File: config.mk
export PLATFORM = sky130hd
export DESIGN_NAME = ws2811_rx_decoder
export DESIGN_NICKNAME = d
export VERILOG_FILES = /design/src/rtl/ws2811_rx_decoder_pkg.sv /design/src/rtl/ws2811_pulse_meter.sv /design/src/rtl/ws2811_rx_decoder.sv
export SDC_FILE = /design/constraint.sdc
export NUM_CORES = 1
export LEC_CHECK = 0
export BUFFER_PORTS_ARGS = -buffer_cell sky130_fd_sc_hd__buf_2
export CAP_MARGIN = 15
export CORE_AREA = 2 2 137 72
export DETAILED_ROUTE_END_ITERATION = 8
export DIE_AREA = 0 0 139 74
export GPL_ROUTABILITY_DRIVEN = 1
export PLACE_DENSITY_LB_ADDON = 0.1
export SKIP_CTS_REPAIR_TIMING = 1
export SYNTH_ARGS = -nofsm -noshare
export SYNTH_HDL_FRONTEND = slang
export SYNTH_SLANG_ARGS = --single-unit
File: constraint.sdc
create_clock -name clk -period 1.8 [get_ports clk]
set_input_delay 0 -clock clk [delete_from_list [all_inputs] [get_ports clk]]
set_output_delay 0 -clock clk [all_outputs]
set_load 0.01 [all_outputs]
File: src/rtl/ws2811_rx_decoder_pkg.sv
// Shared WS2811 timing: bit period, 0/1 high times, decision threshold, latch length.
// Latency: n/a (constants and constant functions only).
// Backpressure: n/a.
package ws2811_rx_decoder_pkg;

  // Reference operating point shared by transmitter and receiver
  localparam int unsigned DEF_CLK_HZ   = 50_000_000;
  localparam int unsigned DEF_BIT_HZ   = 800_000;
  localparam int unsigned DEF_LATCH_US = 50;

  // Clocks per bit period
  function automatic int unsigned cycle_count(input int unsigned clk_hz, input int unsigned bit_hz);
    return clk_hz / bit_hz;
  endfunction

  // Nominal high time of a 0 bit (0.32 of the period)
  function automatic int unsigned h0_count(input int unsigned cyc);
    return (cyc * 32) / 100;
  endfunction

  // Nominal high time of a 1 bit (0.64 of the period)
  function automatic int unsigned h1_count(input int unsigned cyc);
    return (cyc * 64) / 100;
  endfunction

  // Clocks of continuous low that make a latch; split to avoid 32-bit overflow
  function automatic int unsigned latch_count(input int unsigned clk_hz, input int unsigned us);
    return us * (clk_hz / 1_000_000);
  endfunction

  localparam int unsigned CYCLE_COUNT = cycle_count(DEF_CLK_HZ, DEF_BIT_HZ);  // 62
  localparam int unsigned H0          = h0_count(CYCLE_COUNT);                // 19
  localparam int unsigned H1          = h1_count(CYCLE_COUNT);                // 39
  localparam int unsigned THRESH      = (H0 + H1) / 2;                        // 29
  localparam int unsigned LATCH_COUNT = latch_count(DEF_CLK_HZ, DEF_LATCH_US); // 2500
  localparam int unsigned MIN_HIGH    = 4;

  // GRB byte order on the wire: first byte is green, occupying the top of the word
  localparam int unsigned G_LSB = 16;
  localparam int unsigned R_LSB = 8;
  localparam int unsigned B_LSB = 0;

  typedef enum logic [1:0] {
    S_SYNC = 2'd0,
    S_IDLE = 2'd1,
    S_HIGH = 2'd2
  } rx_state_t;

endpackage

File: src/rtl/ws2811_pulse_meter.sv
// Synchronizes di, detects edges and measures high/low run lengths into strobes.
// Latency: 3 clk from di to any strobe (2-flop sync + registered strobe).
// Backpressure: none; strobes are single-cycle and must be consumed when seen.
module ws2811_pulse_meter
  import ws2811_rx_decoder_pkg::*;
#(
  parameter int unsigned CYC_CLKS    = CYCLE_COUNT,
  parameter int unsigned THRESH_CLKS = THRESH,
  parameter int unsigned MIN_CLKS    = MIN_HIGH,
  parameter int unsigned LATCH_CLKS  = LATCH_COUNT
) (
  input  logic clk,
  input  logic reset_n,
  input  logic di,
  output logic rise_strobe,
  output logic bit_strobe,
  output logic bit_val,
  output logic latch_strobe,
  output logic short_err,
  output logic long_err
);

  // high_cnt must hold CYC_CLKS+1 (saturation value marking an over-long pulse)
  localparam int HW = $clog2(CYC_CLKS + 2);
  localparam int LW = $clog2(LATCH_CLKS + 1);

  localparam logic [HW-1:0] HI_MAX = HW'(CYC_CLKS);
  localparam logic [HW-1:0] HI_SAT = HW'(CYC_CLKS + 1);
  localparam logic [HW-1:0] HI_THR = HW'(THRESH_CLKS);
  localparam logic [HW-1:0] HI_MIN = HW'(MIN_CLKS);
  localparam logic [LW-1:0] LO_LST = LW'(LATCH_CLKS - 1);
  localparam logic [LW-1:0] LO_MAX = LW'(LATCH_CLKS);

  logic          sync_q1, sync_q2, prev_q;
  logic [HW-1:0] high_cnt;
  logic [LW-1:0] low_cnt;
  logic          rise, fall;

  assign rise = sync_q2 & ~prev_q;
  assign fall = ~sync_q2 & prev_q;

  // Two-flop synchronizer plus one delayed copy for edge detection
  always_ff @(posedge clk or negedge reset_n) begin
    if (!reset_n) begin
      sync_q1 <= 1'b0;
      sync_q2 <= 1'b0;
      prev_q  <= 1'b0;
    end else begin
      sync_q1 <= di;
      sync_q2 <= sync_q1;
      prev_q  <= sync_q2;
    end
  end

  // Run-length counters; both saturate so long runs never wrap into false events
  always_ff @(posedge clk or negedge reset_n) begin
    if (!reset_n) begin
      high_cnt <= '0;
      low_cnt  <= '0;
    end else begin
      if (rise) begin
        high_cnt <= HW'(1);
      end else if (sync_q2 && high_cnt != HI_SAT) begin
        high_cnt <= high_cnt + 1'b1;
      end
      if (sync_q2) begin
        low_cnt <= '0;
      end else if (low_cnt != LO_MAX) begin
        low_cnt <= low_cnt + 1'b1;
      end
    end
  end

  // Classify each event; an over-long pulse reports only long_err, never a bit
  always_ff @(posedge clk or negedge reset_n) begin
    if (!reset_n) begin
      rise_strobe  <= 1'b0;
      bit_strobe   <= 1'b0;
      bit_val      <= 1'b0;
      latch_strobe <= 1'b0;
      short_err    <= 1'b0;
      long_err     <= 1'b0;
    end else begin
      rise_strobe  <= rise;
      bit_strobe   <= fall && (high_cnt >= HI_MIN) && (high_cnt <= HI_MAX);
      bit_val      <= (high_cnt >= HI_THR);
      short_err    <= fall && (high_cnt < HI_MIN);
      long_err     <= sync_q2 && !rise && (high_cnt == HI_MAX);
      latch_strobe <= !sync_q2 && (low_cnt == LO_LST);
    end
  end

endmodule

File: src/rtl/ws2811_rx_decoder.sv
// WS2811 receiver: decodes GRB pixels with frame index, latch detection and sticky errors.
// Latency: pixel strobe 1 clk after the 24th bit strobe (about 4 clk after its falling edge).
// Backpressure: none; pix_* and frame_* are strobes the consumer must take when valid.
module ws2811_rx_decoder
  import ws2811_rx_decoder_pkg::*;
#(
  parameter int unsigned CLK_HZ   = DEF_CLK_HZ,
  parameter int unsigned BIT_HZ   = DEF_BIT_HZ,
  parameter int unsigned LATCH_US = DEF_LATCH_US,
  parameter int unsigned NUM_LEDS = 60
) (
  input  logic       clk,
  input  logic       reset_n,
  input  logic       di,
  input  logic       err_clear,
  output logic       pix_valid,
  output logic [7:0] pix_green,
  output logic [7:0] pix_red,
  output logic [7:0] pix_blue,
  output logic [6:0] pix_index,
  output logic       frame_done,
  output logic [6:0] frame_pixels,
  output logic       err_short,
  output logic       err_long,
  output logic       err_partial,
  output logic       err_overflow
);

  localparam int unsigned CYC   = cycle_count(CLK_HZ, BIT_HZ);
  localparam int unsigned THR   = (h0_count(CYC) + h1_count(CYC)) / 2;
  localparam int unsigned LATCH = latch_count(CLK_HZ, LATCH_US);
  localparam logic [6:0]  PIX_MAX = 7'(NUM_LEDS);

  logic rise_strobe, bit_strobe, bit_val, latch_strobe, short_err, long_err;

  ws2811_pulse_meter #(
    .CYC_CLKS   (CYC),
    .THRESH_CLKS(THR),
    .MIN_CLKS   (MIN_HIGH),
    .LATCH_CLKS (LATCH)
  ) u_meter (
    .clk         (clk),
    .reset_n     (reset_n),
    .di          (di),
    .rise_strobe (rise_strobe),
    .bit_strobe  (bit_strobe),
    .bit_val     (bit_val),
    .latch_strobe(latch_strobe),
    .short_err   (short_err),
    .long_err    (long_err)
  );

  rx_state_t   state;
  logic [22:0] shift_q;   // the 24th bit is taken live from bit_val
  logic [4:0]  bit_cnt;
  logic [6:0]  pixel_cnt;
  logic [23:0] word;

  logic set_short, set_long, set_partial, set_overflow;

  assign word         = {shift_q, bit_val};
  assign set_short    = (state == S_HIGH) && short_err;
  assign set_long     = (state == S_HIGH) && long_err;
  assign set_partial  = (state == S_IDLE) && latch_strobe && (bit_cnt != 5'd0);
  assign set_overflow = (state == S_HIGH) && !long_err && !short_err && bit_strobe &&
                        (bit_cnt == 5'd23) && (pixel_cnt == PIX_MAX);

  // Frame FSM: bit assembly, pixel emission and latch handling
  always_ff @(posedge clk or negedge reset_n) begin
    if (!reset_n) begin
      state        <= S_SYNC;
      shift_q      <= '0;
      bit_cnt      <= '0;
      pixel_cnt    <= '0;
      pix_valid    <= 1'b0;
      pix_green    <= '0;
      pix_red      <= '0;
      pix_blue     <= '0;
      pix_index    <= '0;
      frame_done   <= 1'b0;
      frame_pixels <= '0;
    end else begin
      pix_valid  <= 1'b0;
      frame_done <= 1'b0;
      case (state)
        S_SYNC: begin
          // Start clean once the line has been quiet for a full latch time
          if (latch_strobe) begin
            state     <= S_IDLE;
            bit_cnt   <= '0;
            pixel_cnt <= '0;
          end
        end
        S_IDLE: begin
          if (rise_strobe) begin
            state <= S_HIGH;
          end else if (latch_strobe) begin
            // Frames that produced no pixel stay silent
            if (pixel_cnt != 7'd0) begin
              frame_done   <= 1'b1;
              frame_pixels <= pixel_cnt;
            end
            pixel_cnt <= '0;
            bit_cnt   <= '0;
          end
        end
        S_HIGH: begin
          if (long_err) begin
            state   <= S_SYNC;
            bit_cnt <= '0;
          end else if (short_err) begin
            state <= S_IDLE;
          end else if (bit_strobe) begin
            state   <= S_IDLE;
            shift_q <= word[22:0];
            if (bit_cnt == 5'd23) begin
              bit_cnt <= '0;
              if (pixel_cnt != PIX_MAX) begin
                pix_valid <= 1'b1;
                pix_green <= word[G_LSB +: 8];
                pix_red   <= word[R_LSB +: 8];
                pix_blue  <= word[B_LSB +: 8];
                pix_index <= pixel_cnt;
                pixel_cnt <= pixel_cnt + 7'd1;
              end
            end else begin
              bit_cnt <= bit_cnt + 5'd1;
            end
          end
        end
        default: state <= S_SYNC;
      endcase
    end
  end

  // Sticky error flags; a new event in the same clock as err_clear keeps the flag set
  always_ff @(posedge clk or negedge reset_n) begin
    if (!reset_n) begin
      err_short    <= 1'b0;
      err_long     <= 1'b0;
      err_partial  <= 1'b0;
      err_overflow <= 1'b0;
    end else begin
      err_short    <= set_short    | (err_short    & ~err_clear);
      err_long     <= set_long     | (err_long     & ~err_clear);
      err_partial  <= set_partial  | (err_partial  & ~err_clear);
      err_overflow <= set_overflow | (err_overflow & ~err_clear);
    end
  end

endmodule

Word level (Yosys, flattened, before mapping)
Index checks and enable logic that the tools add are counted.
- flip-flop bits (word level): 108
- output and inout port bits: 44
- add/sub/neg operators: 4
- order comparisons: 4
- equal/unequal tests: 20
- multiplexer cells: 35
- bitwise logic cells: 16
- reduce and logical (&&, ||, !) cells: 32
- operators by type and width (kind ; count):
    2-to-1 mux 7 bit ; 7
    2-to-1 mux 5 bit ; 6
    2-to-1 mux 12 bit ; 2
    one-hot mux 7 bit (3 select lines) ; 1
    logical AND 1 bit ; 16
    one-hot mux 5 bit (3 select lines) ; 1
    adder 12 x 1 -> 12 bit, second input constant ; 1
    equality test 12 bit, second input constant ; 1
    2-to-1 mux 6 bit ; 2
    inequality test 12 bit, second input constant ; 1
    AND reduction 4 bit ; 3
    2-to-1 mux 1 bit ; 10
    2-to-1 mux 2 bit ; 5
    inequality test 2 x 1 -> 1 bit, second input constant ; 5
    adder 7 x 1 -> 7 bit, second input constant ; 1
    equality test 7 x 6 -> 1 bit, second input constant ; 1
    inequality test 7 x 6 -> 1 bit, second input constant ; 1
    AND reduction 7 bit ; 1
    nonzero test 7 bit ; 1
    adder 6 x 1 -> 6 bit, second input constant ; 1
    bitwise AND 1 bit ; 6
    equality test 6 bit, second input constant ; 1
    greater-or-equal comparator 6 x 3 -> 1 bit, second input constant ; 1
    greater-or-equal comparator 6 x 5 -> 1 bit, second input constant ; 1
    21 further kinds ; 35

Logic depth before layout (Yosys ltp)
- depth after elaboration: 7
- gate-level depth with buffers: 7

Hierarchy
A second synthesis with hierarchy kept.
- cell total of the unflattened synthesis: 384
- area total of the unflattened synthesis: 4824.6 µm²
- by module, submodules not included (module ; times used ; cells an instance ; area an instance (µm²) ; seq. area each (µm²)):
    ws2811_rx_decoder ; 1 ; 257 ; 3489.6 ; 2026.9
    ws2811_pulse_meter ; 1 ; 127 ; 1335.0 ; 675.6

Least setup slack after synthesis
OpenSTA, ideal clock, no wires.
- kind: register -> register
- from: register bit_cnt[0]
- to: register pix_green[0]
- arrival: 1686 ps
- data required time: 1675 ps
- slack: -10 ps
- cell stages (with the launch flop): 7
- period minus slack after synthesis: 1810 ps
- cell sequence: dfrtp_1 ha_1 and4b_1 nand3_2 nor2_4 buf_6 mux2_2
- cells in the longest elaborated chain, start to end: 2
- RTL lines (item ; line ; source):
    start: declaration ; ws2811_rx_decoder.sv:55 ; logic [4:0] bit_cnt;
    start signal: assignment ; ws2811_rx_decoder.sv:127 ; bit_cnt <= bit_cnt + 5'd1;
    equality test 5 bit ; ws2811_rx_decoder.sv:116 ; if (bit_cnt == 5'd23) begin
    AND reduction 6 bit (no source line) ; n/a ;
    end signal: assignment ; ws2811_rx_decoder.sv:120 ; pix_green <= word[G_LSB +: 8];
    end: declaration ; ws2811_rx_decoder.sv:17 ; output logic [7:0] pix_green,
Every way passes these cells.
A chain may end at the register's enable or synchronous reset.

Worst setup path in the final report
- from: register bit_cnt[0]
- to: register pix_index[3]
- cells in the longest elaborated chain, start to end: 2
- RTL lines (item ; line ; source):
    equality test 5 bit ; ws2811_rx_decoder.sv:116 ;
    AND reduction 6 bit (no source line) ; n/a ;
    end signal: assignment ; ws2811_rx_decoder.sv:123 ; pix_index <= pixel_cnt;
    end: declaration ; ws2811_rx_decoder.sv:20 ; output logic [6:0] pix_index,
Every way passes these cells.

==> qor.csv <==
stage;metric;value;unit
synthesis;ys async rst share;100.0;%
floorplan;I/O pins;48;
grt;GRT Overall Usage;19.21;%
timing;final setup vio count;0;
drt;drt first pass iters;4;
grt;vias in the first global route;2984;
power_and_ir_drop;Pleak;2.780;nW
drt;DRC;0;
critical_path;CP arrival;1.94;ns
synthesis;Mean Syn Cell Area;12.45;um^2
synthesis;synth top area cells;dfrtp_1 57%, mux2_2 13%, ha_1 2.7%;
place;pre-CTS setup slack;0.06903;ns
clocking;clk buf depth;2;
synthesis;Syn. warnings;0;
synthesis;dominant synthesized flop cell;dfrtp_1;
timing;max frequency;585.2;MHz
place;dpl hpwl;6.547;mm
synthesis;Synth Instances;379;
timing;Slew Limit Fails;0;
place;Final GP Congestion;0.8686;
timing;min cycle time layout;1.709;ns
clocking;Clk Latency, worst-skew pair;0.35;ns
hold_path;Hold Path Class;in2async;
synthesis;Syn Std Cell Area;4717;um^2
grt;first-pass GRT wire length;15.39;mm
job;max-cap viol count;0;
drt;Detailed Route WL;9.147;mm
power_and_ir_drop;Power Dens Cells;860.4;nW/um^2
grt;gr ovfl total;0;
floorplan;Die Ht;74;um
timing;worst-case clock skew;0.009495;ns
synthesis;leading area contributor after synthesis;dfrtp_1;
timing;setup_tns;0;ns
drt;initial detailed-routing violation count;201;
clocking;CTS Buf Count;9;
clocking;clock tree sinks;108;
layout;Nets;468;
timing;Final Hold Vio Count;0;
timing;hold_ws;0.1215;ns
timing;Max-slew headroom;66.20;%
critical_path;critical path type;reg2reg;
grt;initial antenna violation count;0;
synthesis;count leader, synth;dfrtp_1;
clocking;root buf cell;clkbuf_16;
timing;RSZ-0062 raised after global routing;true;
layout;Core Util, Final;61.68;%
clocking;CTS tree;built;
grt;largest net degree at the start of global routing;48;
clocking;H-tree levels;3;
critical_path;Worst Path Max Fanout;20;
floorplan;DIE WIDTH;139;um
drt;post-route ant nets;0;
floorplan;core footprint;9134;um^2
synthesis;syn nets;393;
critical_path;critical path capture point type;register;
synthesis;Yosys cell types;54;
critical_path;CP Data Required Time;2.03;ns
synthesis;Seq/Total Area, Yosys;57.29;%
drt;vias per cell;5.328;
timing;worst slew pin tran;0.5031;ns
power_and_ir_drop;maximum VDD drop;0.4977;mV
floorplan;total die area;10290;um^2
layout;area grow syn2layout;19.44;%
synthesis;Synth top area share;57.29;%
drt;vias after detailed routing;3090;
floorplan;Rows;25;
clocking;CTS clk-pin slew, worst paths;0.08;ns
synthesis;#FFs+latches synth;108;
status;status;finished clean;
drt;DR WL/cell;15.77;um
critical_path;CP startpoint kind;register;
synthesis;number of synthesized flops with an enable pin;0;
layout;# diodes;0;
floorplan;Initial Util;51.64;%
timing;setup ws final;0.09108;ns
synthesis;top cells by instance count after synthesis;108 x dfrtp_1, 53 x mux2_2, 26 x nand2_1, 19 x inv_1, 19 x o21ai_0;
layout;share of layout cells above drive strength 1;35.08;%
place;# port buffers;47;
timing;Tcrit/Tclk final;94.94;%
[report_power, final]
part	switching (mW)	internal, mW	total (mW)
Combinational	0.140	0.0965	0.237
Clock	0.910	1.14	2.05
Sequential	0.0816	2.47	2.56
Total	1.13	3.72	4.85
[final timing paths]
check / cells past startpoint / endpoint / start / slack (ns)
max: 6 / pix_index[3] / bit_cnt[0] / 0.09
max in group asynchronous: 3 / pixel_cnt[2] / reset_n / 0.91
max reg2reg: 6 / pix_index[3] / bit_cnt[0] / 0.09
min in group clk: 2 / u_meter.sync_q1 / di / 0.29
min reg2reg: 0 / u_meter.sync_q2 / u_meter.sync_q1 / 0.35
min: 2 / u_meter.high_cnt[0] / reset_n / 0.12
[critical path, stage by stage, from the launching register on]
cell	delay (ns)
dfrtp_1	0.37
ha_2	0.17
and4b_1	0.23
nand3_2	0.12
nor2_4	0.16
buf_12	0.19
mux2_2	0.35
[state kept, by name (all words and copies together) (netlist names), 2 cells and up]
register and flops:
u_meter.low_cnt 12, bit_cnt 5, pixel_cnt 7, state 2
pix_blue 8, frame_pixels 7, pix_index 7, u_meter.high_cnt 6
shift_q 23, pix_green 8, pix_red 8
[cell type report]
cell class / instances / area (um^2)
Sequential cell: 108 / 2703
Tap cell: 121 / 151.4
Clock inverter: 6 / 76.32
Fill cell: 727 / 3500
Inverter: 19 / 71.32
Multi-Input combinational cell: 237 / 1858
Timing Repair Buffer: 79 / 535.5
Clock buffer: 10 / 239.0
[through the flow]
stage	cell area, um^2	total power [mW]	instances
final	5634	4.848	580
after global routing	5634	5.057	580
after CTS	5589	4.886	577
after detailed placement	5274	2.837	561
after global placement	5274	2.828	561
after floorplan	4720	2.723	379
[placed cells by master (no fill, tap or decap), drive strengths merged, types with 2 or more instances in the layout]
cell type,n
dfrtp,108
buf,76
mux2,61
nand2,26
inv,23
o21ai,19
nor2,18
nand3,17
ha,10
clkbuf,10
a21oi,8
nor3,7
xnor2,5
or3,5
nor2b,4
nor4b,4
nand2b,4
o211ai,4
nor4,3
nand4,3
or4,3
dlygate4sd3,3
nor3b,3
and4,2
nand3b,2
or2,2
o22a,2
a22o,2
xor2,2
mux2i,2
o21a,2
and2,2
[layer usage]
layer / share of wire, % / track usage [%]
met1: 53 / 29.97
met2: 40 / 26.98
met3: 5.6 / 5.280
met4: 0.78 / 4.040
met5: 0 / 0
[logic make-up after synthesis]
kind of cell | after synthesis | share of synthesized area, %
AOI/OAI and AO/OA | 48 | 6.818
buffers and inverters | 34 | 3.687
muxes | 63 | 15.54
xor gates and xnor gates | 7 | 1.300
adders and majority gates | 10 | 2.653
and+or+nand+nor | 109 | 12.71
DFF | 108 | 57.29
(Power assumes the default switching activity.)
